--- config.mk ---
export PLATFORM = sky130hd
export DESIGN_NAME = uart_debug_host
export DESIGN_NICKNAME = d
export VERILOG_FILES = /design/src/rtl/uart_debug_host.sv
export SDC_FILE = /design/constraint.sdc
export NUM_CORES = 1
export LEC_CHECK = 0
export ABC_AREA = 1
export BUFFER_PORTS_ARGS = -buffer_cell sky130_fd_sc_hd__buf_2
export CAP_MARGIN = 20
export CORE_UTILIZATION = 58
export DETAILED_ROUTE_END_ITERATION = 10
export MAX_ROUTING_LAYER = met4
export PLACE_DENSITY = 0.81
export RECOVER_POWER = 100
export SKIP_CTS_REPAIR_TIMING = 1
export SLEW_MARGIN = 20
export SYNTH_ARGS = -nofsm -noshare
export SYNTH_HDL_FRONTEND = slang
export SYNTH_SLANG_ARGS = --single-unit
export TNS_END_PERCENT = 30
--- constraint.sdc ---
create_clock -name clk -period 2.2 [get_ports clk]
set_input_delay 0.22 -clock clk [delete_from_list [all_inputs] [get_ports clk]]
set_output_delay 0.22 -clock clk [all_outputs]
set_load 0.005 [all_outputs]
--- src/rtl/uart_debug_host.sv ---
// uart_debug_host
// Host-side initiator for the UART debug protocol. It takes one command at a
// time on a valid/ready request port and serialises it into a request frame on
// the tx byte stream. It then parses the target's response frame, verifies its
// checksum and returns status or read data on the result port.
//
// Ports:
//   clk, rst                    single clock, synchronous active-high reset
//   cmd_valid/cmd_ready         command handshake (ready only while idle)
//   cmd_code/addr/wdata/reg     command fields (0x10 WR32 .. 0x14 RDREG)
//   tx_data/tx_valid/tx_ready   request byte stream to the UART transmitter
//   rx_data/rx_valid/rx_ready   response byte stream from the UART receiver
//   rsp_valid                   one-cycle result pulse
//   rsp_err/rsp_status/rsp_data result fields, held until the next result
//   busy                        high whenever a command is in flight
module uart_debug_host #(
  parameter int TIMEOUT_CYCLES = 100000
) (
  input  logic        clk,
  input  logic        rst,
  input  logic        cmd_valid,
  output logic        cmd_ready,
  input  logic [7:0]  cmd_code,
  input  logic [31:0] cmd_addr,
  input  logic [31:0] cmd_wdata,
  input  logic [4:0]  cmd_reg,
  output logic [7:0]  tx_data,
  output logic        tx_valid,
  input  logic        tx_ready,
  input  logic [7:0]  rx_data,
  input  logic        rx_valid,
  output logic        rx_ready,
  output logic        rsp_valid,
  output logic [2:0]  rsp_err,
  output logic [7:0]  rsp_status,
  output logic [31:0] rsp_data,
  output logic        busy
);

  localparam int TW = $clog2(TIMEOUT_CYCLES + 1);

  typedef enum logic [2:0] {IDLE, SEND, WAIT_RSOF, RTYPE, RPAY, RCHK} state_t;

  // XOR of the four bytes of a word, used for frame checksums.
  function automatic logic [7:0] xor_bytes(input logic [31:0] w);
    return w[7:0] ^ w[15:8] ^ w[23:16] ^ w[31:24];
  endfunction

  state_t        state_r, state_next_s;
  logic [7:0]    frame_s [0:10];
  logic [3:0]    flen_s;
  logic          code_ok_s;
  logic [7:0]    frame_r [0:10];
  logic [3:0]    flen_r;
  logic [3:0]    idx_r;
  logic [7:0]    code_r;
  logic [TW-1:0] tcnt_r;
  logic [7:0]    chk_r;
  logic [31:0]   acc_r;
  logic [1:0]    pay_cnt_r;
  logic [1:0]    pay_last_r;
  logic          is_ack_r;

  logic cmd_fire_s, tx_fire_s, last_byte_s, waiting_s, tout_s, type_ok_s;

  assign cmd_ready   = (state_r == IDLE);
  assign busy        = (state_r != IDLE);
  assign rx_ready    = 1'b1;
  assign cmd_fire_s  = cmd_valid && cmd_ready;
  assign tx_fire_s   = tx_valid && tx_ready;
  assign last_byte_s = (idx_r == flen_r - 4'd1);
  assign waiting_s   = (state_r == WAIT_RSOF) || (state_r == RTYPE) ||
                       (state_r == RPAY) || (state_r == RCHK);
  // An arriving byte always beats an expiring timeout.
  assign tout_s      = waiting_s && !rx_valid && (tcnt_r == TW'(TIMEOUT_CYCLES - 1));
  assign type_ok_s   = (rx_data == 8'h90) ||
                       ((rx_data == 8'h91) && (code_r == 8'h11)) ||
                       ((rx_data == 8'h92) && (code_r == 8'h14));

  // Build the request frame for the presented command.
  always_comb begin
    for (int i = 0; i < 11; i++) frame_s[i] = 8'h00;
    flen_s     = 4'd0;
    code_ok_s  = 1'b1;
    frame_s[0] = 8'hA5;
    frame_s[1] = cmd_code;
    case (cmd_code)
      8'h10: begin
        {frame_s[5], frame_s[4], frame_s[3], frame_s[2]} = cmd_addr;
        {frame_s[9], frame_s[8], frame_s[7], frame_s[6]} = cmd_wdata;
        frame_s[10] = 8'h10 ^ xor_bytes(cmd_addr) ^ xor_bytes(cmd_wdata);
        flen_s      = 4'd11;
      end
      8'h11: begin
        {frame_s[5], frame_s[4], frame_s[3], frame_s[2]} = cmd_addr;
        frame_s[6] = 8'h11 ^ xor_bytes(cmd_addr);
        flen_s     = 4'd7;
      end
      8'h12, 8'h13: begin
        frame_s[2] = cmd_code;
        flen_s     = 4'd3;
      end
      8'h14: begin
        frame_s[2] = {3'b000, cmd_reg};
        frame_s[3] = 8'h14 ^ {3'b000, cmd_reg};
        flen_s     = 4'd4;
      end
      default: code_ok_s = 1'b0;
    endcase
  end

  // Next-state logic.
  always_comb begin
    state_next_s = state_r;
    case (state_r)
      IDLE: begin
        if (cmd_fire_s && code_ok_s) state_next_s = SEND;
        else                         state_next_s = IDLE;
      end
      SEND: begin
        if (tx_fire_s && last_byte_s) state_next_s = WAIT_RSOF;
        else                          state_next_s = SEND;
      end
      WAIT_RSOF: begin
        if (rx_valid && (rx_data == 8'h5A)) state_next_s = RTYPE;
        else if (tout_s)                    state_next_s = IDLE;
        else                                state_next_s = WAIT_RSOF;
      end
      RTYPE: begin
        if (rx_valid)    state_next_s = type_ok_s ? RPAY : IDLE;
        else if (tout_s) state_next_s = IDLE;
        else             state_next_s = RTYPE;
      end
      RPAY: begin
        if (rx_valid && (pay_cnt_r == pay_last_r)) state_next_s = RCHK;
        else if (tout_s)                           state_next_s = IDLE;
        else                                       state_next_s = RPAY;
      end
      RCHK: begin
        if (rx_valid || tout_s) state_next_s = IDLE;
        else                    state_next_s = RCHK;
      end
      default: state_next_s = IDLE;
    endcase
  end

  // State register, tx serialiser, rx parser and result registers.
  always_ff @(posedge clk) begin
    if (rst) begin
      state_r    <= IDLE;
      tx_valid   <= 1'b0;
      tx_data    <= 8'h00;
      rsp_valid  <= 1'b0;
      rsp_err    <= 3'd0;
      rsp_status <= 8'h00;
      rsp_data   <= 32'h0;
      for (int i = 0; i < 11; i++) frame_r[i] <= 8'h00;
      flen_r     <= 4'd0;
      idx_r      <= 4'd0;
      code_r     <= 8'h00;
      tcnt_r     <= '0;
      chk_r      <= 8'h00;
      acc_r      <= 32'h0;
      pay_cnt_r  <= 2'd0;
      pay_last_r <= 2'd0;
      is_ack_r   <= 1'b0;
    end else begin
      state_r   <= state_next_s;
      rsp_valid <= 1'b0;
      if (waiting_s) begin
        if (rx_valid) tcnt_r <= '0;
        else          tcnt_r <= tcnt_r + TW'(1);
        if (tout_s) begin
          rsp_valid  <= 1'b1;
          rsp_err    <= 3'd2;
          rsp_status <= 8'h00;
          rsp_data   <= 32'h0;
        end
      end
      case (state_r)
        IDLE: begin
          if (cmd_fire_s) begin
            if (code_ok_s) begin
              frame_r  <= frame_s;
              flen_r   <= flen_s;
              code_r   <= cmd_code;
              idx_r    <= 4'd0;
              tx_valid <= 1'b1;
              tx_data  <= frame_s[0];
            end else begin
              rsp_valid  <= 1'b1;
              rsp_err    <= 3'd4;
              rsp_status <= 8'h00;
              rsp_data   <= 32'h0;
            end
          end
        end
        SEND: begin
          if (tx_fire_s) begin
            if (last_byte_s) begin
              tx_valid <= 1'b0;
              tcnt_r   <= '0;
            end else begin
              idx_r   <= idx_r + 4'd1;
              tx_data <= frame_r[idx_r + 4'd1];
            end
          end
        end
        RTYPE: begin
          if (rx_valid) begin
            if (type_ok_s) begin
              chk_r      <= rx_data;
              is_ack_r   <= (rx_data == 8'h90);
              pay_last_r <= (rx_data == 8'h90) ? 2'd0 : 2'd3;
              pay_cnt_r  <= 2'd0;
              acc_r      <= 32'h0;
            end else begin
              rsp_valid  <= 1'b1;
              rsp_err    <= 3'd3;
              rsp_status <= 8'h00;
              rsp_data   <= 32'h0;
            end
          end
        end
        RPAY: begin
          if (rx_valid) begin
            chk_r                          <= chk_r ^ rx_data;
            acc_r[{pay_cnt_r, 3'b000} +: 8] <= rx_data;
            pay_cnt_r                      <= pay_cnt_r + 2'd1;
          end
        end
        RCHK: begin
          if (rx_valid) begin
            rsp_valid <= 1'b1;
            if (rx_data != chk_r) begin
              rsp_err    <= 3'd1;
              rsp_status <= 8'h00;
              rsp_data   <= 32'h0;
            end else begin
              rsp_err    <= 3'd0;
              rsp_status <= is_ack_r ? acc_r[7:0] : 8'h00;
              rsp_data   <= is_ack_r ? 32'h0 : acc_r;
            end
          end
        end
        default: begin
          // WAIT_RSOF only discards bytes; the timeout is handled above.
        end
      endcase
    end
  end

endmodule
==> results.py <==
metrics = {
    "flow_run": {
        "drv_cap": 0,
    },
    "clocking": {
        "cts_tree": "done",
        "cts_max_level": 1,
        "cts_root_buf": "clkbuf_16",
        "clkSlewWorstSetupHoldPaths_ns": 0.06,
        "cts_buffers": 22,
        "cts_sinks": 205,
        "cts_buffer_depth": 3,
        "clock_latency_ns": 0.50,
    },
    "setup_path": {
        "crit_family": "compound AO/OA/AOI/OAI gates",
        "critPathBufInv": 1,
        "path_cells": "nor2_2 -> nand2_2 -> clkbuf_2 -> o2111ai_2 -> o21ai_0 -> nor2_1",
        "worstReg2RegEnd": "acc_r[13]$_SDFFE_PP0P_",
        "crit_fanout": 16,
        "reg2regPathDepth": 6,
        "slowest_delay_ns": 0.64,
        "worst_setup_path_start_kind": "register",
        "crit_type": "register to register",
        "r2r-start": "state_r[0]$_SDFF_PP0_",
        "end_kind": "register",
        "crit_required_ns": 2.64,
        "arrival_ns": 2.45,
        "r2r_setup_slack_ns": 0.19,
        "crit_path_top_delay_cell": "o2111ai_2",
    },
    "place": {
        "portBuffers": 144,
        "placed_cells": 1761,
        "place_congestion": 0.949,
        "dpl.hpwl_um": 19200,
        "place_ws_ns": 0.163,
        "placed_cell_area_um2": 11300,
    },
    "sta": {
        "maxSlewViolCount": 0,
        "finClkSkew_ns": 0.0103,
        "holdWs_ns": -0.0182,
        "worst_pin_slew_ns": 0.705,
        "finalCritPeriodShare": 0.913,
        "finalHoldViolations": 17,
        "rsz0062_at_grt": "false",
        "setup_ws_ns": 0.190,
        "setup_viol": 0,
        "setup-tns-final_ns": 0,
        "min_period_ns": 2.01,
        "slew_headroom": 0.530,
        "timing.fmax_ghz": 0.498,
    },
    "synth": {
        "syn-cell-area_um2": 10400,
        "postSynthCellCount": 1436,
        "synthFlopType": "dfxtp_1",
        "synthDistinctLibCells": 48,
        "avgSynthCellArea_um2": 7.22,
        "syn_nets": 1533,
        "yosys_warnings": 0,
        "synthArstFlopShare": 0,
        "synth-seq-cells": 205,
        "synth-edff-count": 0,
        "seq_area_frac_synth": 0.396,
    },
    "finish": {
        "antenna_cells": 0,
        "layout_commonest_cell": "nand2_1",
        "final_area_um2": 12100,
        "fin_util": 0.696,
        "layout-drive-gt1-share": 0.150,
        "area_delta_synth_final_pct": 16.4,
        "fin_cells": 1815,
        "fillers": 1498,
        "most-common-layout-cells": "296 x nand2_1, 205 x dfxtp_1, 155 x a21oi_1",
        "nets": 1671,
    },
    "detailed_routing": {
        "routed_wl_um": 27900,
        "ant_nets": 0,
        "drt_iter0_markers": 779,
        "dr.pass1.iters": 5,
        "drc": 0,
        "vias": 10300,
        "wire_per_inst_um": 15.4,
        "viasPerCell": 5.66,
    },
    "min_path": {
        "min_from": "cmd_wdata[21]",
        "holdPathEnd": "frame_r[21]$_SDFFE_PP0P_",
        "holdPathStages": 3,
        "hold_class": "input pin to register",
    },
    "global_routing": {
        "groute.layer.met1.usage": 0.402,
        "grt-ovfl-total": 0,
        "antenna_found_initial": 0,
        "use_met2": 0.492,
        "grt_pass1_wl_um": 44900,
        "grt_max_degree": 129,
        "busiest_layer": "met2",
        "track_usage": 0.308,
        "gr-usage-met3": 0.0400,
        "grt_pass1_vias": 9213,
    },
    "floorplan": {
        "die_y_um": 136,
        "start_util": 0.598,
        "dieArea_um2": 18400,
        "core_area_um2": 17400,
        "die_w_um": 136,
        "pin_count": 146,
        "row_count": 48,
    },
    "pwr": {
        "power.total_mw": 8.23,
        "powerDensity_nw_per_um2": 682,
        "ir_worst_vdd_mv": 0.623,
        "p_leak_nw": 4.57,
    },
    "outcome": {
        "status": "finished with violations",
        "violations": "hold timing",
    },
}
==> routing by layer <==
layer / vias to the layer above / part of all wire / wire, um
li1: 5079 / - / -
met1: 4751 / 0.44 / 12200
met2: 383 / 0.47 / 13100
met3: 64 / 0.065 / 1810
met4: 0 / 0.026 / 728
met5: - / 0 / 0
==> sequential cells by signal, summed over array words and instances, names as in the netlist, 3 cells and up <==
signal	flops
rsp_err	3
tx_data	8
acc_r	32
rsp_data	32
tcnt_r	17
flen_r	3
state_r	3
code_r	8
idx_r	4
rsp_status	8
frame_r	73
chk_r	8
==> where the power goes <==
part / switching (mW) / total [mW] / internal (mW) / leakage (nW)
Combinational: 0.341 / 0.567 / 0.227 / 2.54
Clock: 1.50 / 3.94 / 2.43 / 0.384
Sequential: 0.00728 / 3.73 / 3.72 / 1.65
==> kinds of logic after synthesis <==
logic type | share of synthesized area
fa+ha+maj | 0.00844
other cells | 0.000361
buf+inv | 0.0813
flops | 0.396
compound gates | 0.173
simple gates | 0.283
xor+xnor | 0.0582
==> cell type report <==
| type | instances | area, um^2 | area share |
|---|---|---|---|
| clock inverter | 7 | 114 | 0.00943 |
| sequential | 205 | 4100 | 0.340 |
| timing repair buffer | 196 | 1130 | 0.0935 |
| clock buffer | 33 | 663 | 0.0549 |
| inverter | 115 | 433 | 0.0358 |
| multi-input combinational | 1034 | 5350 | 0.443 |
| tap | 225 | 282 | 0.0233 |
==> cell usage after synthesis, drive strengths merged, types with 15 or more instances <==
library cell,count,area (um^2)
a21oi,167,907
a31oi,15,93.8
buf,35,234
clkbuf,47,176
dfxtp,205,4100
inv,111,417
nand2,307,1190
nand3,104,651
nand4,50,313
nor2,140,546
nor3,32,165
o21ai,95,483
xnor2,42,368
xor2,27,236
==> worst register-to-register path: stages, from the launching register on <==
cell       delay, ns
dfxtp_1         0.37
nor2_2          0.16
nand2_2         0.15
clkbuf_2        0.30
o2111ai_2       0.64
o21ai_0         0.21
nor2_1          0.12
==> worst max-delay path by stage <==
stage | start | to | slack, ns | cells after the start
3_5_place_dp | rx_data[4] | rsp_data[16]$_SDFF_PP0_ | 0.16 | 12
2_1_floorplan | pay_cnt_r[0]$_SDFFE_PP0P_ | acc_r[27]$_SDFFE_PP0P_ | 0.53 | 8
4_1_cts | state_r[0]$_SDFF_PP0_ | rsp_data[16]$_SDFF_PP0_ | 0.19 | 11
5_1_grt | state_r[0]$_SDFF_PP0_ | frame_r[36]$_SDFFE_PP0P_ | 0.02 | 9
3_3_place_gp | rx_data[4] | acc_r[5]$_SDFFE_PP0P_ | 0.28 | 12
6_report | state_r[0]$_SDFF_PP0_ | acc_r[13]$_SDFFE_PP0P_ | 0.19 | 6
Power figures use the tool's default switching activity.
